===== config.mk =====
export PLATFORM = sky130hd
export DESIGN_NAME = lock_sequencer
export DESIGN_NICKNAME = d
export VERILOG_FILES = /design/src/rtl/lock_pkg.sv /design/src/rtl/lock_timer.sv /design/src/rtl/lock_sequencer.sv
export SDC_FILE = /design/constraint.sdc
export NUM_CORES = 1
export LEC_CHECK = 0
export BUFFER_PORTS_ARGS = -buffer_cell sky130_fd_sc_hd__buf_2
export CAP_MARGIN = 5
export CELL_PAD_IN_SITES_DETAIL_PLACEMENT = 1
export CELL_PAD_IN_SITES_GLOBAL_PLACEMENT = 2
export CORE_MARGIN = 3
export CORE_UTILIZATION = 43
export DETAILED_ROUTE_END_ITERATION = 16
export PLACE_DENSITY = 0.93
export SYNTH_ARGS = -nofsm -noshare
export SYNTH_HDL_FRONTEND = slang
export SYNTH_SLANG_ARGS = --single-unit

===== constraint.sdc =====
create_clock -name clk -period 5 [get_ports clk]
set_input_delay 1.5 -clock clk [delete_from_list [all_inputs] [get_ports clk]]
set_output_delay 1.5 -clock clk [all_outputs]
set_load 0.005 [all_outputs]

===== src/rtl/lock_pkg.sv =====
// Shared types for the combination lock: state encoding, default sizes and the
// one-hot status flag decode used by both the sequencer and the hex status display.
package lock_pkg;

  localparam int unsigned CODE_LEN_DEF      = 4;
  localparam int unsigned DIGIT_W_DEF       = 4;
  localparam int unsigned MAX_FAIL_DEF      = 3;
  localparam int unsigned ALARM_CYCLES_DEF  = 50;
  localparam int unsigned RELOCK_CYCLES_DEF = 100;
  localparam int unsigned FAIL_W            = 2;
  localparam int unsigned DCNT_W            = 3;

  typedef enum logic [2:0] {
    LOCKED  = 3'd0,
    ENTRY   = 3'd1,
    OPEN    = 3'd2,
    PROGRAM = 3'd3,
    ALARM   = 3'd4
  } state_t;

  typedef struct packed {
    logic new_code;
    logic open;
    logic alarm;
  } flags_t;

  localparam flags_t FLAGS_NONE  = 3'b000;
  localparam flags_t FLAGS_NEW   = 3'b100;
  localparam flags_t FLAGS_OPEN  = 3'b010;
  localparam flags_t FLAGS_ALARM = 3'b001;

  function automatic flags_t decode_flags(input state_t s);
    case (s)
      PROGRAM: return FLAGS_NEW;
      OPEN:    return FLAGS_OPEN;
      ALARM:   return FLAGS_ALARM;
      default: return FLAGS_NONE;
    endcase
  endfunction

endpackage


===== src/rtl/lock_timer.sv =====
// Loadable down-counter that saturates at zero; shared by the alarm hold and
// the optional relock timeout.
module lock_timer #(
  parameter int unsigned W = 7
) (
  input  logic         clk,
  input  logic         resetn,
  input  logic         load,
  input  logic [W-1:0] load_val,
  output logic         zero_c
);

  logic [W-1:0] count_q;

  always_ff @(posedge clk or negedge resetn) begin
    if (!resetn) begin
      count_q <= '0;
    end else if (load) begin
      count_q <= load_val;
    end else if (count_q != '0) begin
      count_q <= count_q - W'(1);
    end
  end

  assign zero_c = (count_q == '0);

endmodule


===== src/rtl/lock_sequencer.sv =====
// Combination lock sequencer: digit entry, code compare, fail counting, alarm hold
// and code reprogramming. Define LOCK_AUTO_RELOCK_EN to relock OPEN after an idle timeout.
module lock_sequencer
  import lock_pkg::*;
#(
  parameter int unsigned CODE_LEN      = CODE_LEN_DEF,
  parameter int unsigned DIGIT_W       = DIGIT_W_DEF,
  parameter logic [CODE_LEN*DIGIT_W-1:0] DEFAULT_CODE = 16'h1234,
  parameter int unsigned MAX_FAIL      = MAX_FAIL_DEF,
  parameter int unsigned ALARM_CYCLES  = ALARM_CYCLES_DEF,
  parameter int unsigned RELOCK_CYCLES = RELOCK_CYCLES_DEF
) (
  input  logic               clk,
  input  logic               resetn,
  input  logic [DIGIT_W-1:0] digit_in,
  input  logic               digit_valid,
  input  logic               enter,
  input  logic               clear,
  input  logic               set_code,
  output logic               new_code,
  output logic               open,
  output logic               alarm,
  output logic [FAIL_W-1:0]  fail_count,
  output logic [DCNT_W-1:0]  digit_count
);

  localparam int unsigned CODE_W   = CODE_LEN * DIGIT_W;
  localparam int unsigned HOLD_MAX = (ALARM_CYCLES > RELOCK_CYCLES) ? ALARM_CYCLES : RELOCK_CYCLES;
  localparam int unsigned TIMER_W  = (HOLD_MAX > 2) ? $clog2(HOLD_MAX) : 1;
`ifdef LOCK_AUTO_RELOCK_EN
  localparam bit RELOCK_EN = 1'b1;
`else
  localparam bit RELOCK_EN = 1'b0;
`endif

  state_t              state_q, state_d;
  logic [CODE_W-1:0]   code_q, code_d;
  logic [CODE_W-1:0]   buf_q, buf_d, buf_store;
  logic [DCNT_W-1:0]   cnt_q, cnt_d;
  logic [FAIL_W-1:0]   fail_q, fail_d;
  flags_t              flags_q;
  logic                alarm_load, relock_load, timer_load, timer_zero_c;
  logic [TIMER_W-1:0]  timer_val;
  logic                full, match;

  assign full  = (cnt_q == DCNT_W'(CODE_LEN));
  assign match = full && (buf_q == code_q);

  // Entry buffer with the incoming digit written into slot cnt_q (digit 0 in MSBs)
  always_comb begin
    buf_store = buf_q;
    for (int i = 0; i < int'(CODE_LEN); i++) begin
      if (cnt_q == DCNT_W'(i)) buf_store[(CODE_LEN-1-i)*DIGIT_W +: DIGIT_W] = digit_in;
    end
  end

  always_comb begin
    state_d     = state_q;
    code_d      = code_q;
    buf_d       = buf_q;
    cnt_d       = cnt_q;
    fail_d      = fail_q;
    alarm_load  = 1'b0;
    relock_load = 1'b0;
    case (state_q)
      LOCKED: begin
        if (!clear && !enter && digit_valid) begin
          buf_d   = buf_store;
          cnt_d   = DCNT_W'(1);
          state_d = ENTRY;
        end
      end
      ENTRY: begin
        if (clear) begin
          buf_d   = '0;
          cnt_d   = '0;
          state_d = LOCKED;
        end else if (enter) begin
          buf_d = '0;
          cnt_d = '0;
          if (match) begin
            fail_d      = '0;
            state_d     = OPEN;
            relock_load = 1'b1;
          end else begin
            fail_d = fail_q + FAIL_W'(1);
            if (32'(fail_q) + 32'd1 >= MAX_FAIL) begin
              state_d    = ALARM;
              alarm_load = 1'b1;
            end else begin
              state_d = LOCKED;
            end
          end
        end else if (digit_valid && !full) begin
          buf_d = buf_store;
          cnt_d = cnt_q + DCNT_W'(1);
        end
      end
      OPEN: begin
        // clear has no meaning here, so a clear cycle behaves as an idle cycle
        if (!clear && enter) begin
          state_d = LOCKED;
        end else if (!clear && set_code) begin
          buf_d   = '0;
          cnt_d   = '0;
          state_d = PROGRAM;
        end else if (!clear && digit_valid) begin
          relock_load = 1'b1;
        end else if (RELOCK_EN && timer_zero_c) begin
          state_d = LOCKED;
        end
      end
      PROGRAM: begin
        if (clear) begin
          buf_d       = '0;
          cnt_d       = '0;
          state_d     = OPEN;
          relock_load = 1'b1;
        end else if (enter) begin
          buf_d = '0;
          cnt_d = '0;
          if (full) begin
            code_d  = buf_q;
            state_d = LOCKED;
          end
        end else if (digit_valid && !full) begin
          buf_d = buf_store;
          cnt_d = cnt_q + DCNT_W'(1);
        end
      end
      ALARM: begin
        if (timer_zero_c) begin
          fail_d  = '0;
          state_d = LOCKED;
        end
      end
      default: state_d = LOCKED;
    endcase
  end

  assign timer_load = alarm_load || (RELOCK_EN && relock_load);
  assign timer_val  = alarm_load ? TIMER_W'(ALARM_CYCLES - 1) : TIMER_W'(RELOCK_CYCLES - 1);

  lock_timer #(.W(TIMER_W)) u_timer (
    .clk      (clk),
    .resetn   (resetn),
    .load     (timer_load),
    .load_val (timer_val),
    .zero_c   (timer_zero_c)
  );

  always_ff @(posedge clk or negedge resetn) begin
    if (!resetn) begin
      state_q <= LOCKED;
      code_q  <= DEFAULT_CODE;
      buf_q   <= '0;
      cnt_q   <= '0;
      fail_q  <= '0;
      flags_q <= FLAGS_NONE;
    end else begin
      state_q <= state_d;
      code_q  <= code_d;
      buf_q   <= buf_d;
      cnt_q   <= cnt_d;
      fail_q  <= fail_d;
      flags_q <= decode_flags(state_d);
    end
  end

  assign new_code    = flags_q.new_code;
  assign open        = flags_q.open;
  assign alarm       = flags_q.alarm;
  assign fail_count  = fail_q;
  assign digit_count = cnt_q;

endmodule


Yosys cells after proc, flatten, opt, wreduce, memory -nomap -nowiden

Index checks and enable logic that the tools add are counted.

Flip-flop bits (word level): 50
Input bits: 10
Logic and storage cells: 97

$add $sub $neg: 4
$lt $le $gt $ge: 1
Eq/ne operators: 19
Muxes and demuxes: 43
Bitwise gates (word level): 1
Reductions and logical operators: 20

Operators by type and width:

| cell                                                                    | count |
|---|---|
| 16-bit 2-to-1 mux                                                       | 6 |
| 3-bit 2-to-1 mux                                                        | 17 |
| 16-bit case mux with 3 select lines                                     | 1 |
| 3-bit by 2-bit == test with 1-bit output, second input constant         | 6 |
| 3-bit case mux with 3 select lines                                      | 2 |
| 16-bit == test                                                          | 1 |
| 4-bit 2-to-1 mux                                                        | 4 |
| 3-bit case mux with 5 select lines                                      | 1 |
| 7-bit 2-to-1 mux                                                        | 2 |
| 2-bit inequality test, second input constant                            | 6 |
| 3-bit == test, second input constant                                    | 3 |
| 2-bit 2-to-1 mux                                                        | 4 |
| 4-bit AND reduction                                                     | 2 |
| 7-bit zero test                                                         | 1 |
| 7-bit nonzero test                                                      | 1 |
| 7-bit by 1-bit subtractor with 7-bit output, second input constant      | 1 |
| 3-bit by 1-bit == test with 1-bit output, second input constant         | 2 |
| 1-bit logical AND                                                       | 6 |
| 3-bit zero test                                                         | 2 |
| 1-bit 2-to-1 mux                                                        | 5 |
| 5-bit AND reduction                                                     | 1 |
| 4-bit by 1-bit inequality test with 1-bit output, second input constant | 1 |
| 2-bit case mux with 2 select lines                                      | 1 |
| 2-bit nonzero test                                                      | 2 |
| other kinds (8)                                                         | 10 |

Depth between registers and ports, before layout

Gate-level depths: netlist of run 1.

Depth in word-level cells: 9
Depth in mapped cells: 8

Modules after synthesis

Synthesis of run 1 repeated with hierarchy kept, for this count alone.

Cells, all modules: 243
Area, all modules: 2707.6 µm²

By module, submodules not included:

| module         | times used | cells each | area each (µm²) | sequential area each (µm²) |
|---|---|---|---|---|
| lock_sequencer | 1          | 200        | 2273.4          | 1082.3 |
| lock_timer     | 1          | 43         | 434.2           | 175.2 |

Worst setup path before layout of run 1

OpenSTA, ideal clock, no wires.

Path type: input-to-reg
Start point: in enter
End point: reg buf_q[0]
Arrival time: 2.768 ns
Data required time: 4.863 ns
Slack: 2.095 ns
Stages: 6
Path through: or3b_2 a22oi_2 and4b_1 buf_6 mux2i_1 nor2_1

Word-level cells in the longest chain between the ends: 5

Ends and longest elaborated chain:

| what                                   | line                  | RTL |
|---|---|---|
| start: declaration                     | lock_sequencer.sv:17  | `input logic enter,` |
| 1-bit zero test                        | lock_sequencer.sv:67  | `if (!clear && !enter && digit_valid) begin` |
| 1-bit logical AND (2 in a row)         | lock_sequencer.sv:67  |  |
| 2-bit inequality test (no source line) | --                    |  |
| 5-bit AND reduction (no source line)   | --                    |  |
| end signal: assignment                 | lock_sequencer.sv:163 | `buf_q <= buf_d;` |
| end: declaration                       | lock_sequencer.sv:38  | `logic [CODE_W-1:0] buf_q, buf_d, buf_store;` |

Several ways; a longest one is shown, not always the timed one.
A chain may end at the register's enable or synchronous reset.

Worst setup path after layout of run 1

Start point: in enter
End point: reg code_q[6]

Word-level cells in the longest chain between the ends: 1

Ends and longest elaborated chain:

| what                                 | line                  | RTL |
|---|---|---|
| 4-bit AND reduction (no source line) | --                    |  |
| end signal: assignment               | lock_sequencer.sv:162 | `code_q <= code_d;` |
| end: declaration                     | lock_sequencer.sv:37  | `logic [CODE_W-1:0] code_q, code_d;` |

Every way passes these cells.

==> results of run 1 <==
power by group:
part	leakage, nW	switching [W]	internal (W)
Sequential	0.650	0.0000681	0.000472
Clock	0.0585	0.000129	0.000163
Combinational	0.626	0.000146	0.000119
Total	1.33	0.000343	0.000753
per-layer routing:
| layer | vias to the layer above | wire length (um) | part of all wire [%] | global-route usage (%) |
|---|---|---|---|---|
| li1 | 805 | - | - | - |
| met1 | 829 | 2300 | 46 | 21.9 |
| met2 | 14 | 2530 | 51 | 27.7 |
| met3 | 5 | 77 | 1.5 | 3.25 |
| met4 | 0 | 63 | 1.3 | 4.49 |
| met5 | - | 0 | 0 | 0 |
cells in the final DEF, fill, tap and decap left out, drive strengths merged, types with 2 or more instances in the layout:
| master | instances |
|---|---|
| nor4 | 2 |
| clkbuf | 7 |
| dfrtp | 45 |
| inv | 12 |
| nand2 | 12 |
| ha | 8 |
| o31ai | 2 |
| nand3b | 3 |
| nor2b | 2 |
| xnor2 | 14 |
| mux2i | 18 |
| nor2 | 25 |
| buf | 19 |
| or3b | 3 |
| nand4 | 5 |
| mux2 | 15 |
| o21ai | 8 |
| nand2b | 2 |
| a31oi | 2 |
| dfstp | 5 |
| nor3 | 3 |
| or3 | 2 |
| a21oi | 4 |
| a21o | 3 |
critical path, stage by stage:
cell and delay, ns:
buf_2 0.15, nor4bb_1 0.48, and4_1 0.81, mux2_2 0.42
cell type report:
class	count	area (um2)	area share, %
Sequential cell	50	1260	45.5
Timing Repair Buffer	19	100	3.62
Inverter	12	45.0	1.63
Clock inverter	1	30.0	1.09
Tap cell	72	90.1	3.26
Multi-Input combinational cell	151	1150	41.8
Clock buffer	7	86.3	3.12
cell families after synthesis:
logic type | share of synthesized area (%)
buffers and inverters | 3.21
flip-flops | 50.5
AND/OR/NAND/NOR | 14.8
XOR/XNOR | 4.92
AO/OA/AOI/OAI | 8.59
adder cells (fa/ha/maj) | 4.02
multiplexers | 14.0
how the worst max path moves through the flow:
stage,start,cells past startpoint,end
floorplan,enter,6,buf_q[0]
global placement,enter,4,code_q[6]
detailed placement,enter,4,code_q[6]
CTS,enter,4,code_q[6]
global route,enter,4,code_q[6]
finish,enter,4,code_q[6]
state kept, by name, summed over array words and instances (netlist names):
signal / count
code_q: 16
new_code: 1
alarm: 1
fail_count: 2
buf_q: 16
state_q: 3
u_timer.count_q: 7
digit_count: 3
open: 1
stage by stage:
stage | util (%) | cells | setup WS, ns | total power [W]
after floorplan | - | 218 | 2.10 | 0.000725
after global placement | 47.8 | 304 | 1.66 | 0.000800
after detailed placement | 47.8 | 304 | 1.56 | 0.000820
after CTS | 49.9 | 312 | 1.84 | 0.00111
after global routing | 49.9 | 312 | 1.74 | 0.00119
final | 49.9 | 312 | 1.82 | 0.00110
==> results.tsv, run 1 <==
stage	metric	value	unit
status	status	finished clean	
die	placementRows	27	
synth	synthTopCellsByArea	dfrtp_1 (45%), mux2i_1 (7.2%), mux2_2 (6.8%), dfstp_2 (5.3%), xnor2_1 (4.9%)	
cells_and_area	fin_area	2760	um2
critical_path	crit_path_end_kind	flip-flop	
timing	worstMarginPinSlew	0.845	ns
grt	grt_pass1_vias	1736	
critical_path	timing.rr.start	digit_count[0]	
cells_and_area	num-nets-final	257	
timing	fin_crit_sh	63.6	%
routing	wirelength	4970	um
synth	ys_ff_latch	50	
placement	dp_hpwl	3630	um
timing	hold_violations	0	
hold_path	min_to	code_q[10]	
die	io_pins	18	
routing	avgViaCountPerCell	5.30	
cells_and_area	antenna_cells	0	
timing	final.min_clock_period	3.18	ns
synth	ys.flop_type	dfrtp_1	
die	die_y	82.1	um
routing	num_vias	1653	
hold_path	hold_path.class	reg2reg	
power_and_ir_drop	leakage	1.33	nW
placement	port_buffers	17	
critical_path	r2r_cells	6	
power_and_ir_drop	power.density	397	nW/um2
die	start_util	45.0	%
synth	async_flop_share	100	%
hold_path	hp-start	code_q[10]	
clock_tree	h-tree-depth	2	
synth	ys_seq_area_share	50.5	%
synth	synth_edf_count	0	
die	coreArea	5540	um2
grt	antenna_found_initial	0	
timing	grt_setup_unrepaired	false	
critical_path	cp.arrival	3.36	ns
critical_path	r2r_slack	2.59	ns
synth	ys_warn_count	0	
synth	netlist_top_cells_count	dfrtp_1 (45), nor2_1 (25), mux2i_1 (18)	
clock_tree	clock_sinks	50	
timing	drv_slew	0	
grt	grt_max_degree	51	
grt	grt_pass1_wl	8530	um
clock_tree	cts_buffers	5	
power_and_ir_drop	peakVddDrop	0.196	mV
grt	grtUsageTotal	16.6	%
routing	ant_nets	0	
clock_tree	cts_resized	0	
synth	syn_nets	236	
die	die_area	6740	um2
routing	dr.pass1.iters	4	
grt	overflow	0	
clock_tree	holdBufCountCts	0	
clock_tree	ctsLongestPathBuffers	2	
synth	yosysTopAreaCellShare	45.2	%
synth	syn_area	2490	um2
critical_path	worstPathMaxFanout	17	
clock_tree	clk_pin_slew_worst_paths	0.09	ns
die	die_x	82.1	um
synth	synth_top_area_cell	dfrtp_1	
placement	postPlaceCellArea	2650	um2
timing	setup_viol	0	
clock_tree	clock_latency	0.30	ns
critical_path	crit_required	5.18	ns
cells_and_area	syn_to_final_growth	10.9	%
synth	avgSynthCellArea	11.4	um2
cells_and_area	drive_above_1_share	22.9	%
synth	synthCells	218	
timing	hold_slack	0.535	ns
routing	initialDrtViolationCount	65	
timing	fmax	314	MHz
critical_path	worst-setup-path-type	in2reg	
synth	synth.most_common_cell	dfrtp_1	
hold_path	whs_path_depth	1	
critical_path	regToRegEndpoint	u_timer.count_q[5]	
timing	finalSetupTns	0	ns
synth	ys_types	46	
run	max-cap-violations	0	
timing	relSlewSlack	43.6	%
cells_and_area	fillCellCount	624	
clock_tree	cts_tree	yes	
routing	wl_per_cell	15.9	um
critical_path	start_kind	primary input	
placement	gp_congestion	0.783	
clock_tree	post_cts_buffers	0	
timing	finalClockSkew	0.00900	ns
routing	post-route-drc-count	0	
clock_tree	clk_root_buffer_cell	clkbuf_8	
No activity file was read; power rests on OpenSTA's default activity.
==> run 2: changes to the inputs <==
- ABC_AREA: not set -> 1
- CORE_UTILIZATION: 43 -> 31
- PLACE_DENSITY: 0.93 -> 0.85
- clock period: 5 -> 2.7 ns (I/O delays scaled with it)
==> run 2 against run 1 <==
Routed wire length up 59%. Worst hold slack got worse by 0.030 ns. Largest cell class is now multi-input gates. Synthesized area rose by 24%. Die area up 66%. Largest power group unchanged.
==> results.tsv, run 2 <==
stage	metric	value	unit	change
status	status	finished clean		
placement	dp_hpwl	5910	um	+63%
synth	synth_edf_count	0		unchanged
critical_path	worstPathMaxFanout	5		-12
grt	overflow	0		unchanged
critical_path	crit_required	2.89	ns	-2.29 ns
routing	initialDrtViolationCount	65		unchanged
grt	grt_pass1_wl	14100	um	+65%
synth	yosysTopAreaCellShare	36.5	%	-8.7 points
die	coreArea	9460	um2	+71%
run	max-cap-violations	0		unchanged
synth	netlist_top_cells_count	nand2_1 (136), inv_1 (63), o21ai_0 (63)		
clock_tree	clock_sinks	50		unchanged
cells_and_area	reg.largest.list	buf_q x16, code_q x16, u_timer.count_q x7		
critical_path	start_kind	flip-flop		
timing	setup_viol	0		unchanged
clock_tree	post_cts_buffers	0		unchanged
clock_tree	cts_resized	0		unchanged
clock_tree	cts_buffers	5		unchanged
cells_and_area	final_cells	584		+87%
cells_and_area	final_common_cell	nand2_1		
cells_and_area	final_cell_mix	nand2_1 (136), inv_1 (63), o21ai_0 (63), dfrtp_1 (45), nand3_1 (26)		
routing	wirelength	7910	um	+59%
routing	dr.pass1.iters	4		unchanged
grt	antenna_found_initial	0		unchanged
power_and_ir_drop	peakVddDrop	0.174	mV	-11%
synth	ys_types	35		-24%
die	die_y	106	um	+29%
synth	ys.flop_type	dfrtp_1		
routing	post-route-drc-count	0		unchanged
cells_and_area	drive_above_1_share	10.8	%	-12 points
timing	fmax	471	MHz	
power_and_ir_drop	power.density	434	nW/um2	+9.3%
synth	avgSynthCellArea	7.04	um2	-38%
synth	async_flop_share	100	%	unchanged
cells_and_area	num-nets-final	472		+84%
synth	ys_ff_latch	50		unchanged
power_and_ir_drop	leakage	1.65	nW	+23%
critical_path	crit_path_end_kind	flip-flop		
die	start_util	32.6	%	-12 points
timing	finalClockSkew	0.0108	ns	+0.00182 ns
synth	synth_top_area_cell	dfrtp_1		
placement	placed_cells	576		+89%
die	placementRows	35		+30%
clock_tree	holdBufCountCts	0		unchanged
synth	syn_area	3080	um2	+24%
cells_and_area	syn_to_final_growth	10.3	%	
timing	hold_violations	0		unchanged
timing	relSlewSlack	56.0	%	+12 points
synth	syn_nets	456		+93%
die	die_area	11200	um2	+66%
synth	ys_seq_area_share	40.8	%	-9.7 points
routing	num_vias	2766		+67%
cells_and_area	antenna_cells	0		unchanged
synth	ys_warn_count	0		unchanged
timing	finalSetupTns	0	ns	unchanged
routing	wl_per_cell	13.5	um	-15%
timing	worstMarginPinSlew	0.661	ns	-0.184 ns
timing	drv_slew	0		unchanged
grt	grtUsageTotal	15.4	%	-1.2 points
timing	grt_setup_unrepaired	false		
clock_tree	clk_root_buffer_cell	clkbuf_8		
die	io_pins	18		unchanged
placement	port_buffers	17		unchanged
routing	avgViaCountPerCell	4.74		-11%
placement	gp_congestion	0.768		-2.0%
timing	final.min_clock_period	2.12	ns	
clock_tree	clock_latency	0.31	ns	about the same
critical_path	cp.arrival	2.31	ns	-1.05 ns
power_and_ir_drop	p_total	0.00148	W	+35%
hold_path	hold_path.class	reg2reg		
critical_path	worst-setup-path-type	reg2reg		
clock_tree	h-tree-depth	2		unchanged
die	die_x	106	um	+29%
synth	synth.most_common_cell	nand2_1		
clock_tree	cts_tree	yes		
grt	grt_pass1_vias	2852		+64%
timing	fin_crit_sh	78.6	%	
clock_tree	clk_pin_slew_worst_paths	0.10	ns	about the same
grt	grt_max_degree	51		unchanged
routing	ant_nets	0		unchanged
clock_tree	ctsLongestPathBuffers	2		unchanged
synth	synthTopCellsByArea	dfrtp_1 (37%), nand2_1 (17%), o21ai_0 (10%), inv_1 (7.7%), dfstp_2 (4.3%)		
synth	synthCells	438		+100%
run 2: cell types whose count changed after synthesis, moves of 4 or more:
cell and change:
xor2_1 +4, nand3_1 +25, mux2i_1 -18, o21ai_1 +5
nand2_1 +124, xnor2_1 -12, clkbuf_1 +4, inv_1 +51
inv_2 +5, mux2_2 -14, a21oi_1 +6, o21ai_0 +55
run 2: report_power, final:
part           switching (W)  internal [W]  total (W)  leakage, nW
clock               0.000271      0.000277   0.000548       0.0514
sequential         0.0000174      0.000763   0.000780        0.634
combinational       0.000101     0.0000466   0.000147        0.961
run 2: area by class of cell:
class                   count  area [um2]
clock inverters             2        37.5
repair buffers             20         108
well taps                 129         161
inverters                  68         255
flip-flops and latches     50        1260
fillers                  1239        6060
multi-input cells         309        1510
clock buffers               6        72.6
run 2: cell families (layout without fill, tap and decap cells):
kind of cell	count (synthesis)	after routing	share of synthesized area, %
and+or+nand+nor	209	209	29.2
AOI/OAI and AO/OA	85	85	14.4
buffers and inverters	79	96	10.3
DFF	50	50	40.8
adders and majority gates	8	8	3.25
xor gates and xnor gates	6	6	1.70
muxes	1	1	0.365
run 2: per-layer routing:
metal / up-vias / track usage, % / routed length, um
li1: 1414 / - / -
met1: 1323 / 21.9 / 4020
met2: 24 / 24.8 / 3700
met3: 5 / 2.02 / 113
met4: 0 / 3.61 / 70
met5: - / 0 / 0
run 2: final timing paths:
path	from	to	slack (ns)	cells past startpoint
setup / recovery	digit_count[0]	state_q[2]	0.58	11
hold / removal	code_q[2]	code_q[2]	0.51	2
setup reg to reg	digit_count[0]	state_q[2]	0.58	11
hold reg to reg	code_q[2]	code_q[2]	0.51	2
max in group asynchronous	resetn	code_q[8]	1.65	2
min in group asynchronous	resetn	buf_q[8]	0.59	2
run 2: per-stage QoR:
| stage | area (um2) | setup WS [ns] | util, % | hold slack (ns) |
|---|---|---|---|---|
| CTS | 3400 | 0.558 | 36.0 | 0.508 |
| global placement | 3290 | 0.609 | 34.8 | 0.486 |
| floorplan | 3080 | 0.957 | - | 0.467 |
| detailed placement | 3290 | 0.542 | 34.8 | 0.492 |
| global route | 3400 | 0.324 | 36.0 | 0.536 |
| finish | 3400 | 0.578 | 36.0 | 0.505 |
run 2: critical path, cell delays in order (launching register included):
cell     delay, ns
dfrtp_1       0.45
inv_1         0.13
ha_1          0.18
nand2_1       0.15
inv_1         0.19
nand2_1       0.08
nor2_1        0.12
nand2_1       0.08
nor2_1        0.14
nand3_1       0.16
nand2_1       0.21
o31ai_1       0.10
==> run 3: changes to the inputs <==
- CORE_UTILIZATION: 31 -> 35
- PLACE_DENSITY: 0.85 -> 0.9
- clock period: 2.7 -> 2 ns (I/O delays scaled with it)
==> run 3 against run 2 <==
Sequential power grew 35%. Worst hold slack lost 0.23 ns. Worst setup slack lost 0.39 ns. Highest routed layer unchanged. Largest power group unchanged. Largest cell class unchanged. Global-route usage grew 2.0 points.
==> results.tsv, run 3 (same netlist as run 2, synthesis figures left out) <==
stage	metric	value	unit	change
cells_and_area	fin_area	3430	um2	+0.81%
grt	grt_pass1_wl	14000	um	-0.49%
routing	ant_nets	0		unchanged
critical_path	crit_required	2.24	ns	-0.65 ns
cells_and_area	register_area	1260	um2	unchanged
clock_tree	ctsLongestPathBuffers	2		unchanged
routing	wirelength	7970	um	+0.76%
clock_tree	clock_sinks	50		unchanged
die	die_y	99.9	um	-5.6%
placement	postPlaceCellArea	3310	um2	+0.53%
cells_and_area	fillCellCount	1088		-12%
routing	dr.pass1.iters	4		unchanged
die	die_area	9970	um2	-11%
routing	wl_per_cell	14.1	um	+4.5%
cells_and_area	antenna_cells	0		unchanged
placement	pre_cts_slack	0.122	ns	-0.421 ns
cells_and_area	drive_above_1_share	12.0	%	+1.2 points
timing	finalClockSkew	0.00584	ns	-0.00498 ns
status	status	finished clean		
power_and_ir_drop	power.density	587	nW/um2	+35%
clock_tree	clock_latency	0.31	ns	about the same
clock_tree	post_cts_buffers	0		unchanged
critical_path	crit_path_end_kind	flip-flop		
timing	fin_ws	0.191	ns	-0.387 ns
die	die_x	99.9	um	-5.6%
critical_path	cp_common_cell	nand2_1		
placement	gp_congestion	0.795		+3.6%
critical_path	worstPathMaxFanout	4		-1
clock_tree	cts_buffers	5		unchanged
clock_tree	clk_pin_slew_worst_paths	0.10	ns	about the same
routing	post-route-drc-count	0		unchanged
timing	hold_violations	0		unchanged
grt	grt_pass1_vias	2945		+3.3%
clock_tree	h-tree-depth	2		unchanged
grt	grt_max_degree	51		unchanged
grt	grtUsageTotal	17.4	%	+2.0 points
hold_path	hold_path.class	in2async		
placement	port_buffers	17		unchanged
cells_and_area	syn_to_final_growth	11.2	%	
critical_path	start_kind	flip-flop		
critical_path	cp.arrival	2.05	ns	-0.26 ns
timing	fmax	553	MHz	+17%
cells_and_area	final_cell_mix	nand2_1 (135), inv_1 (63), o21ai_0 (62), dfrtp_1 (45)		
critical_path	cp.depth	10		-1
timing	final.min_clock_period	1.81	ns	-0.313 ns
cells_and_area	multi_input_area	1520	um2	+0.50%
routing	initialDrtViolationCount	80		+23%
power_and_ir_drop	peakVddDrop	0.336	mV	+93%
routing	avgViaCountPerCell	4.99		+5.5%
placement	dp_hpwl	6040	um	+2.3%
timing	finalSetupTns	0	ns	unchanged
timing	relSlewSlack	60.0	%	+4.0 points
critical_path	slowest_stage	dfrtp_1		
die	placementRows	33		-5.7%
cells_and_area	final_common_cell	nand2_1		
grt	overflow	0		unchanged
grt	antenna_found_initial	0		unchanged
clock_tree	clk_root_buffer_cell	clkbuf_8		
die	coreArea	8380	um2	-11%
power_and_ir_drop	leakage	1.68	nW	+2.0%
clock_tree	cts_tree	yes		
critical_path	critPathBufInv	2		unchanged
timing	drv_slew	0		unchanged
timing	fin_crit_sh	90.5	%	+12 points
die	io_pins	18		unchanged
critical_path	path_cells	inv_1 -> ha_1 -> nand2_1 -> inv_1 -> nand2_1 -> nor2_1 -> nand2_1 -> nor2_1 -> nand4_1 -> a21oi_1		
timing	worstMarginPinSlew	0.599	ns	-0.0621 ns
critical_path	slowest_delay	0.43	ns	-0.02 ns
critical_path	path_delay_family	simple AND/OR/NAND/NOR gates		
timing	setup_viol	0		unchanged
routing	num_vias	2812		+1.7%
cells_and_area	final_cells	563		-3.6%
cells_and_area	reg.largest.list	buf_q x16, code_q x16, u_timer.count_q x7		
critical_path	r2r_cells	10		-1
critical_path	worst-setup-path-type	reg2reg		
run	max-cap-violations	0		unchanged
timing	grt_setup_unrepaired	true		
die	start_util	36.8	%	+4.2 points
placement	placed_cells	555		-3.6%
cells_and_area	num-nets-final	475		+0.64%
-- run 3: worst reg2reg max path, delay by kind of cell (launching register included) --
kind                     cells  cell delay, ns
AND/OR/NAND/NOR              6            0.68
flip-flops                   1            0.43
buffers and inverters        2            0.26
AO/OA/AOI/OAI                1            0.19
adder cells (fa/ha/maj)      1            0.18
-- run 3: metal layers --
| layer | vias up | part of all wire [%] | global-route usage (%) |
|---|---|---|---|
| li1 | 1420 | - | - |
| met4 | 0 | 1.5 | 4.73 |
| met3 | 10 | 2.3 | 2.02 |
| met2 | 29 | 47 | 28.9 |
| met1 | 1353 | 50 | 24.1 |
| met5 | - | 0 | 0 |
-- run 3: cell type report --
cell class                      instances  share of cell area (%)
Multi-Input combinational cell        309                    44.2
Timing Repair Buffer                   23                    4.53
Tap cell                              105                    3.83
Inverter                               68                    7.45
Sequential cell                        50                    36.7
Clock inverter                          3                    1.28
Clock buffer                            5                    2.01
-- run 3: report_power, final --
| group | internal, W | leakage [nW] | switching (W) |
|---|---|---|---|
| clock | 0.000376 | 0.0585 | 0.000373 |
| sequential | 0.00103 | 0.634 | 0.0000236 |
| combinational | 0.0000702 | 0.986 | 0.000139 |
-- run 3: worst paths after layout --
path | to | startpoint | slack, ns
min in group clk | code_q[5] | code_q[5] | 0.51
setup reg to reg | new_code | digit_count[1] | 0.19
hold / removal | u_timer.count_q[6] | resetn | 0.27
max in group asynchronous | code_q[12] | resetn | 1.44
setup / recovery | new_code | digit_count[1] | 0.19
hold reg to reg | code_q[5] | code_q[5] | 0.51
-- run 3: what timing repair did --
item / CTS / global route
gates resized for setup: 0 / 3
setup endpoints to repair: 0 / 6
hold buffers: 0 / 0
-- run 3: per-stage QoR --
step | hold WS [ns] | utilization (%) | power (W)
after floorplan | 0.304 | - | 0.00119
after global placement | 0.485 | 39.5 | 0.00128
after detailed placement | 0.498 | 39.5 | 0.00128
after CTS | 0.278 | 40.8 | 0.00205
after global routing | 0.299 | 40.9 | 0.00212
final | 0.272 | 40.9 | 0.00201
